===== config.mk =====
export PLATFORM = sky130hd
export DESIGN_NAME = ram_wr_ctrl_flat
export DESIGN_NICKNAME = d
export VERILOG_FILES = /design/src/rtl/ram_wr_ctrl_pkg.sv /design/src/rtl/ram_wr_ctrl_if.sv /design/src/rtl/ram_frame_cnt.sv /design/src/rtl/ram_wr_ctrl.sv /design/src/flat_wrapper.sv
export SDC_FILE = /design/constraint.sdc
export NUM_CORES = 1
export LEC_CHECK = 0
export ABC_AREA = 1
export CAP_MARGIN = 25
export CORE_ASPECT_RATIO = 0.8
export CORE_MARGIN = 4
export CORE_UTILIZATION = 54
export CTS_CLUSTER_DIAMETER = 120
export DETAILED_ROUTE_END_ITERATION = 7
export GPL_TIMING_DRIVEN = 0
export PLACE_DENSITY = 0.91
export SYNTH_ARGS = -nofsm -noshare
export SYNTH_HDL_FRONTEND = slang
export SYNTH_HIERARCHICAL = 1
export SYNTH_SLANG_ARGS = --single-unit
export TNS_END_PERCENT = 5

===== constraint.sdc =====
create_clock -name clk -period 3.51 [get_ports clk]
set_input_delay 1.053 -clock clk [delete_from_list [all_inputs] [get_ports clk]]
set_output_delay 1.053 -clock clk [all_outputs]
set_load 0.005 [all_outputs]

===== src/rtl/ram_wr_ctrl_pkg.sv =====
// Shared types and default widths for the RAM write controller and the
// port-B read-address stage that consumes its rd_flag.
package ram_wr_ctrl_pkg;

  localparam int RAM_ADDR_W  = 6;
  localparam int RAM_DATA_W  = 8;
  localparam int FRAME_CNT_W = 16;

  typedef enum logic [1:0] {
    ST_IDLE  = 2'd0,
    ST_WRITE = 2'd1,
    ST_GAP   = 2'd2,
    ST_READ  = 2'd3
  } state_e;

endpackage


===== src/rtl/ram_wr_ctrl_if.sv =====
// RAM port-A write bus plus the read-window flag toward the port-B stage.
interface ram_wr_ctrl_if
  import ram_wr_ctrl_pkg::*;
#(
  parameter int ADDR_W = RAM_ADDR_W,
  parameter int DATA_W = RAM_DATA_W
) ();

  logic              ram_wr_en;
  logic [ADDR_W-1:0] ram_wr_addr;
  logic [DATA_W-1:0] ram_wr_data;
  logic              rd_flag;

  modport master (
    output ram_wr_en,
    output ram_wr_addr,
    output ram_wr_data,
    output rd_flag
  );

  modport slave (
    input ram_wr_en,
    input ram_wr_addr,
    input ram_wr_data,
    input rd_flag
  );

endinterface


===== src/rtl/ram_frame_cnt.sv =====
// Address/cycle counter shared by the WRITE and READ phases. Exposes its
// next value so the owner can register outputs derived from it, and a
// terminal-count flag when the current value is all ones.
module ram_frame_cnt #(
  parameter int W = 6
) (
  input  logic         clk,
  input  logic         rst,
  input  logic         clr,
  input  logic         en,
  output logic [W-1:0] count_nxt,
  output logic         tc
);

  logic [W-1:0] count_q;
  logic [W-1:0] count_d;

  // Clear wins over enable; the count wraps naturally at 2**W.
  always_comb begin
    count_d = count_q;
    if (clr) begin
      count_d = '0;
    end else if (en) begin
      count_d = count_q + W'(1);
    end
  end

  assign count_nxt = count_d;
  assign tc        = &count_q;

  // Count register.
  always_ff @(posedge clk or posedge rst) begin
    if (rst) begin
      count_q <= '0;
    end else begin
      count_q <= count_d;
    end
  end

endmodule


===== src/rtl/ram_wr_ctrl.sv =====
// Frame controller for RAM bring-up: writes a seed-offset ramp into port A,
// waits one cycle, then opens a read window for the port-B address stage.
// Every output is a flop; next values are decoded from the next state.
module ram_wr_ctrl
  import ram_wr_ctrl_pkg::*;
#(
  parameter int ADDR_W = RAM_ADDR_W,
  parameter int DATA_W = RAM_DATA_W,
  parameter int CNT_W  = FRAME_CNT_W
) (
  input  logic             clk,
  input  logic             rst,
  input  logic             start,
  input  logic             stop,
  input  logic             cont_mode,
  ram_wr_ctrl_if.master    ram_if,
  output logic             busy,
  output logic             frame_done,
  output logic [CNT_W-1:0] frame_cnt
);

  state_e             state_q, state_d;
  logic               wr_en_q, wr_en_d;
  logic               rd_flag_q, rd_flag_d;
  logic               busy_q, busy_d;
  logic               frame_done_q, frame_done_d;
  logic [ADDR_W-1:0]  wr_addr_q, wr_addr_d;
  logic [DATA_W-1:0]  wr_data_q, wr_data_d;
  logic [DATA_W-1:0]  seed_q, seed_d;
  logic [CNT_W-1:0]   frame_cnt_q, frame_cnt_d;

  logic               cnt_clr;
  logic               cnt_en;
  logic [ADDR_W-1:0]  cnt_nxt;
  logic               cnt_tc;

  ram_frame_cnt #(
    .W (ADDR_W)
  ) u_cnt (
    .clk       (clk),
    .rst       (rst),
    .clr       (cnt_clr),
    .en        (cnt_en),
    .count_nxt (cnt_nxt),
    .tc        (cnt_tc)
  );

  // Next-state, counter control and frame bookkeeping. The counter is held
  // at zero outside the active phases so each phase starts from address 0.
  always_comb begin
    state_d      = state_q;
    cnt_clr      = 1'b0;
    cnt_en       = 1'b0;
    frame_done_d = 1'b0;
    frame_cnt_d  = frame_cnt_q;
    seed_d       = seed_q;
    case (state_q)
      ST_IDLE: begin
        cnt_clr = 1'b1;
        if (start && !stop) begin
          state_d = ST_WRITE;
        end
      end
      ST_WRITE: begin
        if (stop) begin
          state_d = ST_IDLE;
          cnt_clr = 1'b1;
        end else if (cnt_tc) begin
          state_d = ST_GAP;
          cnt_clr = 1'b1;
        end else begin
          cnt_en = 1'b1;
        end
      end
      ST_GAP: begin
        cnt_clr = 1'b1;
        state_d = stop ? ST_IDLE : ST_READ;
      end
      ST_READ: begin
        if (stop) begin
          state_d = ST_IDLE;
          cnt_clr = 1'b1;
        end else if (cnt_tc) begin
          cnt_clr      = 1'b1;
          frame_done_d = 1'b1;
          frame_cnt_d  = frame_cnt_q + CNT_W'(1);
          seed_d       = seed_q + DATA_W'(1);
          state_d      = cont_mode ? ST_WRITE : ST_IDLE;
        end else begin
          cnt_en = 1'b1;
        end
      end
      default: begin
        state_d = ST_IDLE;
        cnt_clr = 1'b1;
      end
    endcase
  end

  // Output decode from the next state so every output leaves a flop; the
  // write bus is forced to zero whenever no write is in progress.
  always_comb begin
    wr_en_d   = (state_d == ST_WRITE);
    rd_flag_d = (state_d == ST_READ);
    busy_d    = (state_d != ST_IDLE);
    wr_addr_d = '0;
    wr_data_d = '0;
    if (wr_en_d) begin
      wr_addr_d = cnt_nxt;
      wr_data_d = seed_d + DATA_W'(cnt_nxt);
    end
  end

  // State, output and bookkeeping registers; reset clears everything.
  always_ff @(posedge clk or posedge rst) begin
    if (rst) begin
      state_q      <= ST_IDLE;
      wr_en_q      <= 1'b0;
      rd_flag_q    <= 1'b0;
      busy_q       <= 1'b0;
      frame_done_q <= 1'b0;
      wr_addr_q    <= '0;
      wr_data_q    <= '0;
      seed_q       <= '0;
      frame_cnt_q  <= '0;
    end else begin
      state_q      <= state_d;
      wr_en_q      <= wr_en_d;
      rd_flag_q    <= rd_flag_d;
      busy_q       <= busy_d;
      frame_done_q <= frame_done_d;
      wr_addr_q    <= wr_addr_d;
      wr_data_q    <= wr_data_d;
      seed_q       <= seed_d;
      frame_cnt_q  <= frame_cnt_d;
    end
  end

  assign ram_if.ram_wr_en   = wr_en_q;
  assign ram_if.ram_wr_addr = wr_addr_q;
  assign ram_if.ram_wr_data = wr_data_q;
  assign ram_if.rd_flag     = rd_flag_q;
  assign busy               = busy_q;
  assign frame_done         = frame_done_q;
  assign frame_cnt          = frame_cnt_q;

endmodule

===== src/flat_wrapper.sv =====
// flat-port wrapper written by rule: the top's interface ports become plain ports
module ram_wr_ctrl_flat import ram_wr_ctrl_pkg::*;
#(
  parameter int ADDR_W = RAM_ADDR_W,
  parameter int DATA_W = RAM_DATA_W,
  parameter int CNT_W  = FRAME_CNT_W
)
  (clk, rst, start, stop, cont_mode, busy, frame_done, frame_cnt, ram_if_ram_wr_en, ram_if_ram_wr_addr, ram_if_ram_wr_data, ram_if_rd_flag);
  ram_wr_ctrl_if #(.ADDR_W(ADDR_W), .DATA_W(DATA_W)) ram_if_i ();
  input  logic clk;
  input  logic rst;
  input  logic start;
  input  logic stop;
  input  logic cont_mode;
  output logic busy;
  output logic frame_done;
  output logic [CNT_W-1:0] frame_cnt;
  output wire logic [$bits(ram_if_i.ram_wr_en)-1:0] ram_if_ram_wr_en;
  output wire logic [$bits(ram_if_i.ram_wr_addr)-1:0] ram_if_ram_wr_addr;
  output wire logic [$bits(ram_if_i.ram_wr_data)-1:0] ram_if_ram_wr_data;
  output wire logic [$bits(ram_if_i.rd_flag)-1:0] ram_if_rd_flag;
  assign ram_if_ram_wr_en = ram_if_i.ram_wr_en;
  assign ram_if_ram_wr_addr = ram_if_i.ram_wr_addr;
  assign ram_if_ram_wr_data = ram_if_i.ram_wr_data;
  assign ram_if_rd_flag = ram_if_i.rd_flag;
  ram_wr_ctrl #(.ADDR_W(ADDR_W), .DATA_W(DATA_W), .CNT_W(CNT_W)) u_core (.clk(clk), .rst(rst), .start(start), .stop(stop), .cont_mode(cont_mode), .ram_if(ram_if_i), .busy(busy), .frame_done(frame_done), .frame_cnt(frame_cnt));
endmodule

**Word level (Yosys, flattened, before mapping)**

Index checks and enable logic that the tools add are counted.

- Reduce and logical (&&, ||, !) cells: 8
- Bitwise operators: 1
- Add/sub/neg operators: 4
- Equal/unequal tests: 5
- Muxes and demuxes: 23

Operators by type and width:

| operator | count |
|---|---|
| 2-to-1 mux 8 bit | 4 |
| 2-to-1 mux 6 bit | 3 |
| adder 16 x 1 -> 16 bit (second input constant) | 1 |
| 2-to-1 mux 2 bit | 6 |
| adder 8 x 1 -> 8 bit (second input constant) | 1 |
| adder 8 x 6 -> 8 bit | 1 |
| 2-to-1 mux 1 bit | 8 |
| one-hot mux 2 bit (4 select lines) | 1 |
| AND reduction 8 bit | 1 |
| adder 6 x 1 -> 6 bit (second input constant) | 1 |
| equality test 2 bit (second input constant) | 3 |
| AND reduction 6 bit | 1 |
| equality test 2 x 1 -> 1 bit (second input constant) | 2 |
| OR reduction 2 bit | 2 |
| zero test 2 bit | 1 |
| one-hot mux 1 bit (2 select lines) | 1 |
| nonzero test 2 bit | 1 |
| logical AND 1 bit | 1 |
| zero test 1 bit | 1 |
| inverter 1 bit | 1 |

- Flip-flop bits (word level): 50
- Output and inout bits: 34
- Input bits: 5
- Logic and storage cells: 51

**Longest topological paths before layout**

- Word-level depth: 8
- Mapped depth: 21
- Mapped depth without buffers: 21

**By module**

Netlist, hierarchy kept.

By module, submodules not included:

| module | times used | cells an instance | area each (µm²) |
|---|---|---|---|
| ram_wr_ctrl | 1 | 248 | 2258.4 |
| ram_frame_cnt | 1 | 37 | 295.3 |

**Least setup slack after synthesis**

Ideal clock, no wire load.

- Kind: in2reg
- Start: in stop
- End: reg u_core.wr_data_q[4], in the netlist u_core/ram_if.ram_wr_data[4]
- Data required time: 3391 ps
- Stages on the path: 11
- Slack: 545 ps
- Path buffers: 0
- Setup time: 119 ps
- Data arrival time: 2846 ps
- Path through: nor2_2 inv_1 inv_1 o21ai_0 a21oi_1 ha_1 inv_1 fa_1 o31ai_1 xnor2_1 nor2_1

- Elaborated cells between the ends (all ways): 18
- Those cells by class: add/sub (1); eq/ne (1); mux (14); reduce/logical (2)

RTL lines:

| element | RTL line | source |
|---|---|---|
| start: declaration | flat_wrapper.sv:13 | `input logic stop;` |
| 2-to-1 mux 1 bit | ram_wr_ctrl.sv:80 | `if (stop) begin` |
| one-hot mux 1 bit (2 select lines) | ram_wr_ctrl.sv:57 | `case (state_q)` |
| via u_core.cnt_clr | ram_wr_ctrl.sv:32 | `logic cnt_clr;` |
| 2-to-1 mux 6 bit | ram_frame_cnt.sv:21 | `if (clr) begin` |
| via u_core.cnt_nxt[0] | ram_wr_ctrl.sv:34 | `logic [ADDR_W-1:0] cnt_nxt;` |
| adder 8 x 6 -> 8 bit | ram_wr_ctrl.sv:110 | `wr_data_d = seed_d + DATA_W'(cnt_nxt);` |
| 2-to-1 mux 8 bit | ram_wr_ctrl.sv:108 | `if (wr_en_d) begin` |
| via u_core.wr_data_d[4] | ram_wr_ctrl.sv:28 | `logic [DATA_W-1:0] wr_data_q, wr_data_d;` |
| end signal: assignment | ram_wr_ctrl.sv:133 | `wr_data_q <= wr_data_d;` |
| end: declaration | ram_wr_ctrl.sv:28 |  |

The timed path passes the listed nets, and every way through them passes these cells.
A chain may end at the register's enable or synchronous reset.

**Final worst setup path**

- Start: in stop
- End: reg u_core.wr_data_q[4], in the netlist u_core/ram_if.ram_wr_data[4]

- Elaborated cells between the ends (all ways): 18
- Those cells by class: add/sub (1); eq/ne (1); mux (14); reduce/logical (2)

RTL lines:

| element | RTL line | source |
|---|---|---|
| 2-to-1 mux 8 bit | ram_wr_ctrl.sv:80 |  |
| 2-to-1 mux 8 bit | ram_wr_ctrl.sv:57 |  |
| via u_core.seed_d[0] | ram_wr_ctrl.sv:29 | `logic [DATA_W-1:0] seed_q, seed_d;` |
| adder 8 x 6 -> 8 bit | ram_wr_ctrl.sv:110 |  |
| 2-to-1 mux 8 bit | ram_wr_ctrl.sv:108 |  |
| via u_core.wr_data_d[4] | ram_wr_ctrl.sv:28 |  |

The timed path passes the listed nets, and every way through them passes these cells.

==> flow_metrics.env <==
export IMPL_synth_top_area_cell="dfrtp_1"
export IMPL_grt_pass1_vias=2044
export IMPL_synth_top_family_by_area="simple AND/OR/NAND/NOR gates"
export IMPL_postRouteAntennaNets=0
export IMPL_dr_pass1_iters=4
export IMPL_fill_cells=346
export IMPL_drcViolationCount=0
export IMPL_post_route_util_pct=68.26
export IMPL_max_cap_violations=0
export IMPL_cts_tree="built"
export IMPL_synth_nets=300
export IMPL_min_from="u_core/frame_cnt[10]$_DFFE_PP0P_"
export IMPL_timing_rr_start="u_core/u_cnt/count_q[0]$_DFF_PP0_"
export IMPL_async_flop_share_pct=100.0
export IMPL_setup_viol=0
export IMPL_rsz0062_at_grt="no"
export IMPL_ir_drop_mv=0.2108
export IMPL_path_class="in -> reg"
export IMPL_fin_ws_ns=0.1959
export IMPL_place_ws_ns=-0.4361
export IMPL_antenna_found_initial=0
export IMPL_synth_xor_area_share_pct=6.859
export IMPL_path_buf_inv=4
export IMPL_vias=1978
export IMPL_area_growth_syn_to_layout_pct=22.15
export IMPL_crit_path_end_kind="register"
export IMPL_crit_required_ns=3.70
export IMPL_timing_hold_ws_ns=0.5180
export IMPL_holdCritPathClass="reg -> reg"
export IMPL_wl_um=5257
export IMPL_routed_via_density=5.059
export IMPL_die_area_um2=5900
export IMPL_start_util_pct=55.89
export IMPL_n_antenna_cell=0
export IMPL_synth_seq_cells=50
export IMPL_grt_usage_pct=19.25
export IMPL_fmax_ghz=0.3017
export IMPL_worst_path_largest_cell_delay_ns=0.42
export IMPL_clock_skew_ns=0.008466
export IMPL_synth_compound_area_share_pct=4.459
export IMPL_status="completed"
export IMPL_yosysWarningCount=6
export IMPL_syn_area_per_cell_um2=8.960
export IMPL_synthCells=285
export IMPL_slew_headroom_pct=39.55
export IMPL_synth_simple_gate_area_share_pct=26.70
export IMPL_synth_edf_count=0
export IMPL_slowest_stage="fa_1"
export IMPL_io_pins=39
export IMPL_grt_max_degree=45
export IMPL_cp_cell_sequence="dlygate4sd2_1 > inv_2 > nand3_2 > nor2_8 > buf_6 > xor2_1 > ha_1 > inv_1 > fa_1 > o31ai_1 > xnor2_1 > nor2_1"
export IMPL_synth_flop_cell="dfrtp_1"
export IMPL_reg2reg_depth=16
export IMPL_tightest_slew_ns=0.9055
export IMPL_rows=22
export IMPL_worst_path_stages=12
export IMPL_startpoint="stop"
export IMPL_cts_path_max_buffers=2
export IMPL_critPathTopFamily="buffers and inverters"
export IMPL_htreeDepth=2
export IMPL_globalRouteOverflowTotal=0
export IMPL_crit_fanout=10
export IMPL_powerDensity_nw_per_um2=333.8
export IMPL_drive_gt1_share_pct=12.08
export IMPL_port_buffers=38
export IMPL_synth_top_area_share_pct=49.00
export IMPL_fin_crit_sh_pct=94.42
export IMPL_crit_end="u_core/ram_if.ram_wr_data[4]$_DFF_PP0_"
export IMPL_path_clk_slew_ns=0.09
export IMPL_clk_latency_ns=0.30
export IMPL_finalHoldViolations=0
export IMPL_grt_pass1_wl_um=9156
export IMPL_placed_area_um2=3009
export IMPL_p_leak_nw=1.593
export IMPL_nets=345
export IMPL_first_iter_violations=167
export IMPL_wl_per_cell_um=13.45
export IMPL_die_y_um=69.51
export IMPL_die_width_um=84.89
export IMPL_muxShareOfSynthArea_pct=0
export IMPL_r2r_end="u_core/ram_if.ram_wr_data[4]$_DFF_PP0_"
export IMPL_synthesis_area_um2=2554
export IMPL_ys_types=30
export IMPL_yosysSeqAreaShare_pct=49.00
export IMPL_numCtsBuffers=5
export IMPL_period_needed_ns=3.314
export IMPL_fin_area_um2=3119
export IMPL_cts_root_buf="clkbuf_8"
export IMPL_critPathLaunchType="input pin"
export IMPL_drv_slew=0
export IMPL_core_area_um2=4569
export IMPL_hpwlAfterDp_um=3862
export IMPL_r2r_setup_slack_ns=0.24
export IMPL_cts_sinks=50
export IMPL_yosys_top_cells_area="dfrtp_1 (49%), nand2_1 (7.9%), inv_1 (6.2%)"
export IMPL_arrival_ns=3.50
export IMPL_synth_fa_ha_area_share_pct=5.194
export IMPL_place_congestion=0.9102
export IMPL_finalSetupTns_ns=0
==> cell usage in the layout (no fill, tap or decap), types with 2 or more instances in the layout <==
master / count
a21oi_1: 7
buf_6: 2
clkbuf_1: 2
clkbuf_8: 5
clkdlybuf4s50_1: 37
dfrtp_1: 50
ha_1: 9
inv_1: 41
inv_2: 5
nand2_1: 54
nand2_2: 2
nand3_1: 17
nand3_2: 2
nand4_1: 6
nor2_1: 27
nor2_2: 14
nor2_4: 3
nor3_1: 5
o21ai_0: 6
o21ai_1: 2
o21bai_1: 2
or2_2: 2
xnor2_1: 5
xor2_1: 15
==> flip-flops by register name, indices dropped and copies added, names as in the netlist <==
| signal | count |
|---|---|
| u_core/seed_q | 8 |
| u_core/state_q | 2 |
| u_core/frame_cnt | 16 |
| u_core/ram_if.rd_flag | 1 |
| u_core/ram_if.ram_wr_en | 1 |
| u_core/ram_if.ram_wr_data | 8 |
| u_core/ram_if.ram_wr_addr | 6 |
| u_core/frame_done | 1 |
| u_core/busy | 1 |
| u_core/u_cnt/count_q | 6 |
==> cell families after synthesis <==
logic type,Yosys count
and+or+nand+nor,136
DFF,50
adders and majority gates,10
buffers and inverters,49
AOI/OAI and AO/OA,20
xor gates and xnor gates,20
==> worst register-to-register path, stage by stage (launching register included) <==
cell,delay [ns]
dfrtp_1,0.42
ha_1,0.25
nand3_1,0.08
nor2_1,0.09
inv_2,0.13
nand2_1,0.11
nor2_4,0.22
inv_1,0.06
inv_1,0.13
o21ai_0,0.11
a21oi_1,0.28
ha_1,0.24
inv_1,0.08
fa_1,0.42
o31ai_1,0.32
xnor2_1,0.16
nor2_1,0.05
==> metrics by stage <==
step	instances	total power, mW
after CTS	391	1.050
after global placement	383	0.6562
after detailed placement	383	0.6577
final	391	1.041
after floorplan	285	0.6310
after global routing	391	1.070
==> what timing repair did <==
action,4_1_cts,5_1_grt
resized for setup,2,0
setup endpoints to repair,2,0
setup buffers,0,0
hold buffers,0,0
hold endpoints to repair,0,0
==> worst min-delay path by stage <==
stage,end,slack [ns],depth (start not counted)
after global placement,u_core/frame_cnt[10]$_DFFE_PP0P_,0.51,1
after global routing,u_core/seed_q[0]$_DFF_PP0_,0.56,1
after detailed placement,u_core/frame_cnt[10]$_DFFE_PP0P_,0.51,1
after CTS,u_core/frame_cnt[10]$_DFFE_PP0P_,0.52,1
final,u_core/frame_cnt[10]$_DFFE_PP0P_,0.52,1
after floorplan,u_core/seed_q[3]$_DFF_PP0_,0.48,1
==> power by group <==
part | internal (mW) | leakage, nW | switching, mW
Combinational | 0.0221 | 0.885 | 0.0376
Sequential | 0.583 | 0.655 | 0.00446
Clock | 0.213 | 0.0524 | 0.181
Total | 0.818 | 1.59 | 0.223
==> synthesized netlist by cell type (6+ instances only) <==
library cell / number
a21oi_1: 7
dfrtp_1: 50
ha_1: 9
inv_1: 42
nand2_1: 54
nand3_1: 17
nand4_1: 6
nor2_1: 27
nor2_2: 15
o21ai_0: 6
xor2_1: 15
==> layer usage <==
| layer | track usage [%] | part of all wire [%] | wire, um | up-vias |
|---|---|---|---|---|
| li1 | - | - | - | 974 |
| met1 | 24.83 | 46 | 2400 | 949 |
| met2 | 32.15 | 48 | 2546 | 46 |
| met3 | 3.682 | 4.2 | 221 | 9 |
| met4 | 7.206 | 1.7 | 88 | 0 |
| met5 | 0 | 0 | 0 | - |
==> area by class of cell <==
class                      instances  area (um2)  share of cell area, %
clock inverter                     1       30.03                 0.9627
tap                               60       75.07                  2.407
inverter                          47       176.4                  5.656
timing repair buffer              38       379.1                  12.15
clock buffer                       7       76.32                  2.447
multi-input combinational        186        1109                  35.54
buffer                             2       22.52                 0.7220
sequential                        50        1251                  40.11
(Power assumes the default switching activity.)
